`src/rtl/core_pkg.sv`:
```
// Shared encodings for core_mc: opcodes, function codes, FSM states and ALU operations.
package core_pkg;

    localparam int unsigned INSTR_W = 32;
    localparam int unsigned RFLD_W  = 5;

    localparam logic [5:0] OP_RTYPE = 6'h00;
    localparam logic [5:0] OP_J     = 6'h02;
    localparam logic [5:0] OP_JAL   = 6'h03;
    localparam logic [5:0] OP_BEQ   = 6'h04;
    localparam logic [5:0] OP_BNE   = 6'h05;
    localparam logic [5:0] OP_ADDI  = 6'h08;
    localparam logic [5:0] OP_SLTI  = 6'h0a;
    localparam logic [5:0] OP_ANDI  = 6'h0c;
    localparam logic [5:0] OP_ORI   = 6'h0d;
    localparam logic [5:0] OP_LUI   = 6'h0f;
    localparam logic [5:0] OP_LW    = 6'h23;
    localparam logic [5:0] OP_SW    = 6'h2b;
    localparam logic [5:0] OP_IN    = 6'h3c;
    localparam logic [5:0] OP_OUT   = 6'h3d;

    localparam logic [5:0] FUN_SLL  = 6'h00;
    localparam logic [5:0] FUN_SRL  = 6'h02;
    localparam logic [5:0] FUN_JR   = 6'h08;
    localparam logic [5:0] FUN_JALR = 6'h09;
    localparam logic [5:0] FUN_ADD  = 6'h20;
    localparam logic [5:0] FUN_SUB  = 6'h22;
    localparam logic [5:0] FUN_AND  = 6'h24;
    localparam logic [5:0] FUN_OR   = 6'h25;
    localparam logic [5:0] FUN_NOR  = 6'h27;
    localparam logic [5:0] FUN_SLT  = 6'h2a;

    typedef enum logic [2:0] {
        S_IDLE,
        S_FETCH,
        S_EXEC,
        S_MEM,
        S_IN_WAIT,
        S_OUT_WAIT
    } state_t;

    typedef enum logic [3:0] {
        ALU_ADD,
        ALU_SUB,
        ALU_AND,
        ALU_OR,
        ALU_NOR,
        ALU_SLT,
        ALU_SLL,
        ALU_SRL,
        ALU_LUI
    } alu_op_t;

endpackage

```
`src/rtl/core_alu.sv`:
```
// Combinational integer ALU; shifts operate on b (the r_t operand).
module core_alu
    import core_pkg::*;
#(
    parameter int unsigned XLEN = 32
) (
    input  alu_op_t         op,
    input  logic [XLEN-1:0] a,
    input  logic [XLEN-1:0] b,
    input  logic [4:0]      shamt,
    output logic [XLEN-1:0] result
);

    // Operation select; arithmetic wraps at XLEN bits
    always_comb begin
        result = '0;
        unique case (op)
            ALU_ADD: result = a + b;
            ALU_SUB: result = a - b;
            ALU_AND: result = a & b;
            ALU_OR:  result = a | b;
            ALU_NOR: result = ~(a | b);
            ALU_SLT: result = XLEN'($signed(a) < $signed(b));
            ALU_SLL: result = b << shamt;
            ALU_SRL: result = b >> shamt;
            ALU_LUI: result = b << 16;
            default: result = '0;
        endcase
    end

endmodule

```
`src/rtl/core_mc.sv`:
```
// Multi-cycle integer core: FETCH/EXEC with memory and byte-IO wait states.
module core_mc
    import core_pkg::*;
#(
    parameter int unsigned     XLEN    = 32,
    parameter int unsigned     NREG    = 32,
    parameter int unsigned     IADDR_W = 12,
    parameter int unsigned     DADDR_W = 12,
    parameter logic [XLEN-1:0] SP_INIT = '0,
    parameter logic [XLEN-1:0] FP_INIT = XLEN'(32'h40)
) (
    input  logic               CLK,
    input  logic               RST_N,
    input  logic               START,
    output logic [IADDR_W-1:0] imem_addr,
    input  logic [31:0]        imem_rdata,
    output logic               dmem_req,
    output logic               dmem_we,
    output logic [DADDR_W-1:0] dmem_addr,
    output logic [XLEN-1:0]    dmem_wdata,
    input  logic               dmem_ack,
    input  logic [XLEN-1:0]    dmem_rdata,
    input  logic               in_valid,
    input  logic [7:0]         in_data,
    output logic               in_ready,
    output logic               out_valid,
    output logic [7:0]         out_data,
    input  logic               out_ready,
    output logic               running,
    output logic [IADDR_W-1:0] pc_dbg
);

    localparam int unsigned RIDX_W = $clog2(NREG);

    state_t             state, state_n;
    logic [IADDR_W-1:0] pc, pc_n, pc_inc;
    logic [RIDX_W-1:0]  rt_q, rt_n;
    logic [XLEN-1:0]    regs [NREG];

    logic               dmem_req_n, dmem_we_n, in_ready_n, out_valid_n, running_n;
    logic [DADDR_W-1:0] dmem_addr_n;
    logic [XLEN-1:0]    dmem_wdata_n;
    logic [7:0]         out_data_n;

    logic               wr_en;
    logic [RIDX_W-1:0]  wr_idx;
    logic [XLEN-1:0]    wr_data;
    alu_op_t            alu_op;
    logic [XLEN-1:0]    alu_b, alu_res;

    logic [5:0]         op_f, funct_f;
    logic [4:0]         rs_f, rt_f, rd_f, shamt_f;
    logic [15:0]        imm_f;
    logic [25:0]        target_f;
    logic [XLEN-1:0]    rs_val, rt_val, imm_sext, imm_zext;

    // Instruction field split and operand read
    assign op_f     = imem_rdata[31:26];
    assign rs_f     = imem_rdata[25:21];
    assign rt_f     = imem_rdata[20:16];
    assign rd_f     = imem_rdata[15:11];
    assign shamt_f  = imem_rdata[10:6];
    assign funct_f  = imem_rdata[5:0];
    assign imm_f    = imem_rdata[15:0];
    assign target_f = imem_rdata[25:0];
    assign imm_sext = {{(XLEN-16){imm_f[15]}}, imm_f};
    assign imm_zext = {{(XLEN-16){1'b0}}, imm_f};
    assign rs_val   = regs[RIDX_W'(rs_f)];
    assign rt_val   = regs[RIDX_W'(rt_f)];
    assign pc_inc   = pc + IADDR_W'(1);

    assign imem_addr = pc;
    assign pc_dbg    = pc;

    core_alu #(.XLEN(XLEN)) u_alu (
        .op     (alu_op),
        .a      (rs_val),
        .b      (alu_b),
        .shamt  (shamt_f),
        .result (alu_res)
    );

    // Next-state, register write-back and registered-output next values
    always_comb begin
        state_n      = state;
        pc_n         = pc;
        rt_n         = rt_q;
        wr_en        = 1'b0;
        wr_idx       = RIDX_W'(rt_f);
        wr_data      = alu_res;
        alu_op       = ALU_ADD;
        alu_b        = rt_val;
        dmem_req_n   = dmem_req;
        dmem_we_n    = dmem_we;
        dmem_addr_n  = dmem_addr;
        dmem_wdata_n = dmem_wdata;
        in_ready_n   = in_ready;
        out_valid_n  = out_valid;
        out_data_n   = out_data;

        unique case (state)
            S_IDLE: begin
                if (START) state_n = S_FETCH;
            end
            S_FETCH: state_n = S_EXEC;
            S_EXEC: begin
                state_n = S_FETCH;
                pc_n    = pc_inc;
                case (op_f)
                    OP_RTYPE: begin
                        wr_idx = RIDX_W'(rd_f);
                        case (funct_f)
                            FUN_ADD: begin alu_op = ALU_ADD; wr_en = 1'b1; end
                            FUN_SUB: begin alu_op = ALU_SUB; wr_en = 1'b1; end
                            FUN_AND: begin alu_op = ALU_AND; wr_en = 1'b1; end
                            FUN_OR:  begin alu_op = ALU_OR;  wr_en = 1'b1; end
                            FUN_NOR: begin alu_op = ALU_NOR; wr_en = 1'b1; end
                            FUN_SLT: begin alu_op = ALU_SLT; wr_en = 1'b1; end
                            FUN_SLL: begin alu_op = ALU_SLL; wr_en = 1'b1; end
                            FUN_SRL: begin alu_op = ALU_SRL; wr_en = 1'b1; end
                            FUN_JR:  pc_n = IADDR_W'(rs_val);
                            FUN_JALR: begin
                                pc_n    = IADDR_W'(rs_val);
                                wr_en   = 1'b1;
                                wr_idx  = RIDX_W'(31);
                                wr_data = XLEN'(pc_inc);
                            end
                            default: ;
                        endcase
                    end
                    OP_ADDI: begin alu_op = ALU_ADD; alu_b = imm_sext; wr_en = 1'b1; end
                    OP_SLTI: begin alu_op = ALU_SLT; alu_b = imm_sext; wr_en = 1'b1; end
                    OP_ANDI: begin alu_op = ALU_AND; alu_b = imm_zext; wr_en = 1'b1; end
                    OP_ORI:  begin alu_op = ALU_OR;  alu_b = imm_zext; wr_en = 1'b1; end
                    OP_LUI:  begin alu_op = ALU_LUI; alu_b = imm_zext; wr_en = 1'b1; end
                    OP_BEQ: begin
                        if (rs_val == rt_val) pc_n = pc_inc + IADDR_W'(imm_sext);
                    end
                    OP_BNE: begin
                        if (rs_val != rt_val) pc_n = pc_inc + IADDR_W'(imm_sext);
                    end
                    OP_J: begin
                        pc_n    = IADDR_W'(target_f);
                        state_n = S_IDLE;
                    end
                    OP_JAL: begin
                        pc_n    = IADDR_W'(target_f);
                        wr_en   = 1'b1;
                        wr_idx  = RIDX_W'(31);
                        wr_data = XLEN'(pc_inc);
                    end
                    OP_LW, OP_SW: begin
                        pc_n         = pc;
                        state_n      = S_MEM;
                        rt_n         = RIDX_W'(rt_f);
                        dmem_req_n   = 1'b1;
                        dmem_we_n    = (op_f == OP_SW);
                        dmem_addr_n  = DADDR_W'(rs_val + imm_sext);
                        dmem_wdata_n = rt_val;
                    end
                    OP_IN: begin
                        pc_n       = pc;
                        state_n    = S_IN_WAIT;
                        rt_n       = RIDX_W'(rt_f);
                        in_ready_n = 1'b1;
                    end
                    OP_OUT: begin
                        pc_n        = pc;
                        state_n     = S_OUT_WAIT;
                        out_valid_n = 1'b1;
                        out_data_n  = rt_val[7:0];
                    end
                    default: ;
                endcase
            end
            S_MEM: begin
                if (dmem_ack) begin
                    dmem_req_n = 1'b0;
                    wr_en      = ~dmem_we;
                    wr_idx     = rt_q;
                    wr_data    = dmem_rdata;
                    pc_n       = pc_inc;
                    state_n    = S_FETCH;
                end
            end
            S_IN_WAIT: begin
                if (in_valid) begin
                    in_ready_n = 1'b0;
                    wr_en      = 1'b1;
                    wr_idx     = rt_q;
                    wr_data    = XLEN'(in_data);
                    pc_n       = pc_inc;
                    state_n    = S_FETCH;
                end
            end
            S_OUT_WAIT: begin
                if (out_ready) begin
                    out_valid_n = 1'b0;
                    pc_n        = pc_inc;
                    state_n     = S_FETCH;
                end
            end
            default: state_n = S_IDLE;
        endcase

        running_n = (state_n != S_IDLE);
    end

    // State, pc and registered outputs
    always_ff @(posedge CLK or negedge RST_N) begin
        if (!RST_N) begin
            state      <= S_IDLE;
            pc         <= '0;
            rt_q       <= '0;
            dmem_req   <= 1'b0;
            dmem_we    <= 1'b0;
            dmem_addr  <= '0;
            dmem_wdata <= '0;
            in_ready   <= 1'b0;
            out_valid  <= 1'b0;
            out_data   <= '0;
            running    <= 1'b0;
        end else begin
            state      <= state_n;
            pc         <= pc_n;
            rt_q       <= rt_n;
            dmem_req   <= dmem_req_n;
            dmem_we    <= dmem_we_n;
            dmem_addr  <= dmem_addr_n;
            dmem_wdata <= dmem_wdata_n;
            in_ready   <= in_ready_n;
            out_valid  <= out_valid_n;
            out_data   <= out_data_n;
            running    <= running_n;
        end
    end

    // Register file; r0 is never written so it always reads zero
    always_ff @(posedge CLK or negedge RST_N) begin
        if (!RST_N) begin
            for (int i = 0; i < int'(NREG); i++) regs[RIDX_W'(i)] <= '0;
            regs[RIDX_W'(30)] <= SP_INIT;
            regs[RIDX_W'(31)] <= FP_INIT;
        end else if (wr_en && (wr_idx != '0)) begin
            regs[wr_idx] <= wr_data;
        end
    end

endmodule

```
`config.mk`:
```
export PLATFORM = sky130hd
export DESIGN_NAME = core_mc
export DESIGN_NICKNAME = d
export VERILOG_FILES = /design/src/rtl/core_pkg.sv /design/src/rtl/core_alu.sv /design/src/rtl/core_mc.sv
export SDC_FILE = /design/constraint.sdc
export NUM_CORES = 2
export LEC_CHECK = 0
export CAP_MARGIN = 10
export CORE_MARGIN = 2
export CORE_UTILIZATION = 60
export DETAILED_ROUTE_END_ITERATION = 10
export PLACE_DENSITY = 0.78
export SLEW_MARGIN = 20
export SYNTH_ARGS = -nofsm -noshare
export SYNTH_HDL_FRONTEND = slang
export SYNTH_SLANG_ARGS = --single-unit
```
`constraint.sdc`:
```
create_clock -name CLK -period 7.4 [get_ports CLK]
set_clock_uncertainty 0.05 [all_clocks]
set_input_delay 1.11 -clock CLK [delete_from_list [all_inputs] [get_ports CLK]]
set_output_delay 1.11 -clock CLK [all_outputs]
set_load 0.02 [all_outputs]
```
==> summary by stage <==
Synthesis
In the post-synthesis netlist, the biggest area contributors are edfxtp_1 23%, dfrtp_1 22%, mux2i_1 9.6%. The count of state elements after synthesis is roughly 1100. In this run, distinct cell masters in the synthesized netlist total 113.

The largest area contributor in the synthesized netlist is edfxtp_1. In this run the biggest area consumer among cell types represents 23.1% of the synthesized area. The net count after synthesis is 5993. During synthesis, Yosys emitted a total of 0 warnings. Among all flip-flop cells after synthesis, the most frequent one is dfrtp_1. The mapped netlist covers ~0.067 sq mm.

The async set or reset register ratio after synthesis is 53.5%. Yosys mapped a number of flops with a built-in enable equal to 512. The portion of the post-synthesis area used by sequential elements is 45.2%.

The post-synthesis average cell area is ~12 sq um. The post-synthesis cell count is 5790.

Critical path
The critical path data required time is about 7.8 ns. The critical path arrival is 7.44 ns. The nature of the critical path endpoint is a register. The type of element launching the critical path is an input pin. The critical-path maximum fanout is 16. The critical path is of the input pin to register type.

CTS
TritonCTS built the clock tree. The clock net in this run drives a total of 1101 sinks. TritonCTS created 110 clock buffers. The clock-pin slew of the registers on the worst-case setup and hold paths is ~0.080 ns.

The count of cells resized by post-cts repair is 0. In this run the number of H-tree levels came out at 3. The source-to-sink clock delay at the later pin of the worst-skew pair is 0.75 ns. The root buffer cell is clkbuf_16. After clock tree synthesis, the flow added hold-fix buffers numbering 0. The buffer count from post-CTS setup fixing is 0. The deepest clock path buffer count is 3.

Timing
Setup violations remaining at the end of the flow were counted as 0. The setup TNS is 0 ns. The final number of max-transition violations is 0.

The worst max-slew margin expressed relative to the limit is between 10% and 20%. The final critical-path share of the clock period is 95.9%. The shortest period the worst path allows is ~7.1 ns.

The highest attainable clock frequency is 141 MHz. For the pin with the worst max-slew slack, the measured transition is 1.25 ns. The hold violation total from the final report is 0. Setup repair after global routing left no endpoint under its margin.

Die
Once the floorplan was initialized, standard cells occupied a little over 60% of the core. The area of the placeable core is ~0.11 sq mm. The die covers 0.114 sq mm. The overall die height is 337 um. The number of top-level design ports is 159. The placement row count is about 120. The overall die width is 337 um.

Place
Input and output buffers added on the ports amount to 158. The HPWL after detailed placement is 179000 um. Routability-driven placement finished with a final weighted congestion of 1.09.

Final layout
At the end of the flow, the number of nets in the layout was 6160. In the layout the commonest cells are 638 x mux2i_1, 589 x dfrtp_1, 512 x edfxtp_1. Of the cells placed in the final design, the portion with a size suffix greater than 1 is 21.9%.

Measured on the finished design, the core utilization comes to 68.2%. The fill cell instance count of the final layout is 7962. The post-synthesis to final-layout area growth is 13.0%.

Leaving out fill and tap cells, the most frequent cell in the layout is mux2i_1.

Power and ir drop
The overall power consumption is 21.7 mW. Across the VDD grid, the largest voltage drop is 0.283 mV. The analysis attributes to cell leakage a power of 31.2 nW. Power spread over the standard cell area amounts to 288 mW/mm^2.

GRT
The global-route congestion overflow total is 0. The first global-routing pass estimated ~380000 um of wire. The via count of the first global-routing pass is 54762. The initial antenna violation count is 4. The total global routing track utilization is 46.7%. Entering global routing, the biggest net connects between 150 and 200 pins.

Outcome
The flow ran to the end, and the final reports show no timing, DRC or antenna violations.

Routing
The overall via count from detail_route is 56000. The first detailed-routing pass took 7 iterations. The post-detailed-route wirelength per cell is ~36 um. The count of unresolved DRC violations after routing is 0. Once detail routing completed, the nets flagged for antenna violations numbered 0. The iteration-0 DRC count of the detailed router is 8802. After detailed routing, the total wire length is ~270000 um. The average vias per placed instance is between 7 and 8.

Job
Max-cap violations in this run came to 0.

Hold path
The min-delay analysis places its worst path in the category input pin to async pin.
[per-layer routing]
layer	GRT usage, %	up-vias	routed length (um)
li1	-	22565	-
met5	0	-	156
met2	70.2	4607	117000
met3	14.7	1238	36000
met1	57.8	27584	92000
met4	32.2	6	22700
[flip-flops by register name, indices dropped and copies added (netlist names)]
signal      cells
dmem_addr      12
dmem_req        1
dmem_wdata     32
dmem_we         1
imem_addr      12
in_ready        1
out_data        8
out_valid       1
regs         1024
rt_q            5
running         1
state           3
[where the power goes]
part / leakage (nW) / switching, mW / internal (mW) / total (mW)
clock: 1.83 / 2.52 / 3.26 / 5.78
sequential: 12.7 / 0.582 / 7.73 / 8.31
combinational: 16.6 / 4.88 / 2.74 / 7.62
[cell type report]
type,instances,area [sq um],share of cell area [%]
diodes,2,5.00,0.00665
clock buffers,155,3140,4.17
repair buffers,571,5290,7.02
multi-input cells,4028,33800,44.8
well taps,1488,1860,2.47
inverters,145,544,0.723
clock inverters,54,586,0.778
flip-flops and latches,1101,30100,40.0
[logic make-up after synthesis]
family	after synthesis	share of synthesized area, %
simple gates	1198	8.63
fa+ha+maj	125	2.39
buf+inv	661	4.67
xor+xnor	67	0.881
flops	1101	45.2
compound gates	1410	14.5
mux	1228	23.7
[synthesized netlist by cell type, drive strengths merged, types with 27 or more instances]
cell / n
mux4: 248
a21o: 29
a31oi: 29
o211ai: 37
nand2: 458
nor4: 37
buf: 232
nand4: 60
and2: 27
ha: 121
xor2: 32
nor3: 57
o22ai: 35
nor2: 248
edfxtp: 512
a21oi: 265
xnor2: 35
o21ai: 301
inv: 144
nand2b: 32
dfrtp: 589
a211oi: 52
nand3: 154
a221oi: 35
clkbuf: 284
mux2i: 638
a22oi: 363
mux2: 342
and3: 27
[critical path: stages]
cell	delay (ns)
clkdlybuf4s50_1	0.58
buf_4	0.26
nand2_1	0.08
buf_4	0.31
a21oi_1	0.09
nor4_2	0.92
mux2i_1	0.39
inv_1	0.22
ha_1	0.27
buf_4	0.16
o211ai_1	0.18
a21o_1	0.16
a211oi_1	0.12
buf_4	0.17
a21oi_1	0.25
o41ai_1	0.10
buf_4	0.16
a2111oi_0	0.63
buf_4	0.23
nor2_1	0.06
nand4b_1	0.11
a21oi_1	0.08
o31ai_2	0.35
buf_4	0.20
inv_1	0.21
[through the flow]
| stage | std cells | worst slack (ns) | hold slack [ns] | area (sq um) |
|---|---|---|---|---|
| floorplan | 5790 | 0.765 | 0.395 | 66600 |
| global placement | 7333 | -0.183 | 0.334 | 71600 |
| detailed placement | 7333 | -0.114 | 0.337 | 71600 |
| CTS | 7542 | 0.599 | 0.198 | 75300 |
| global route | 7542 | 0.161 | 0.213 | 75300 |
| finish | 7544 | 0.305 | 0.209 | 75300 |
[final timing paths]
check,cells past startpoint,from,slack [ns],endpoint
hold / removal,1,RST_N,0.21,dmem_wdata[25]
min in group CLK,0,regs[1017],0.35,regs[1017]
setup / recovery,25,imem_rdata[20],0.31,regs[382]
setup reg to reg,23,regs[355],1.16,regs[382]
hold reg to reg,0,regs[1017],0.35,regs[1017]
max in group asynchronous,3,RST_N,5.07,regs[686]
Power figures use the tool's default switching activity.
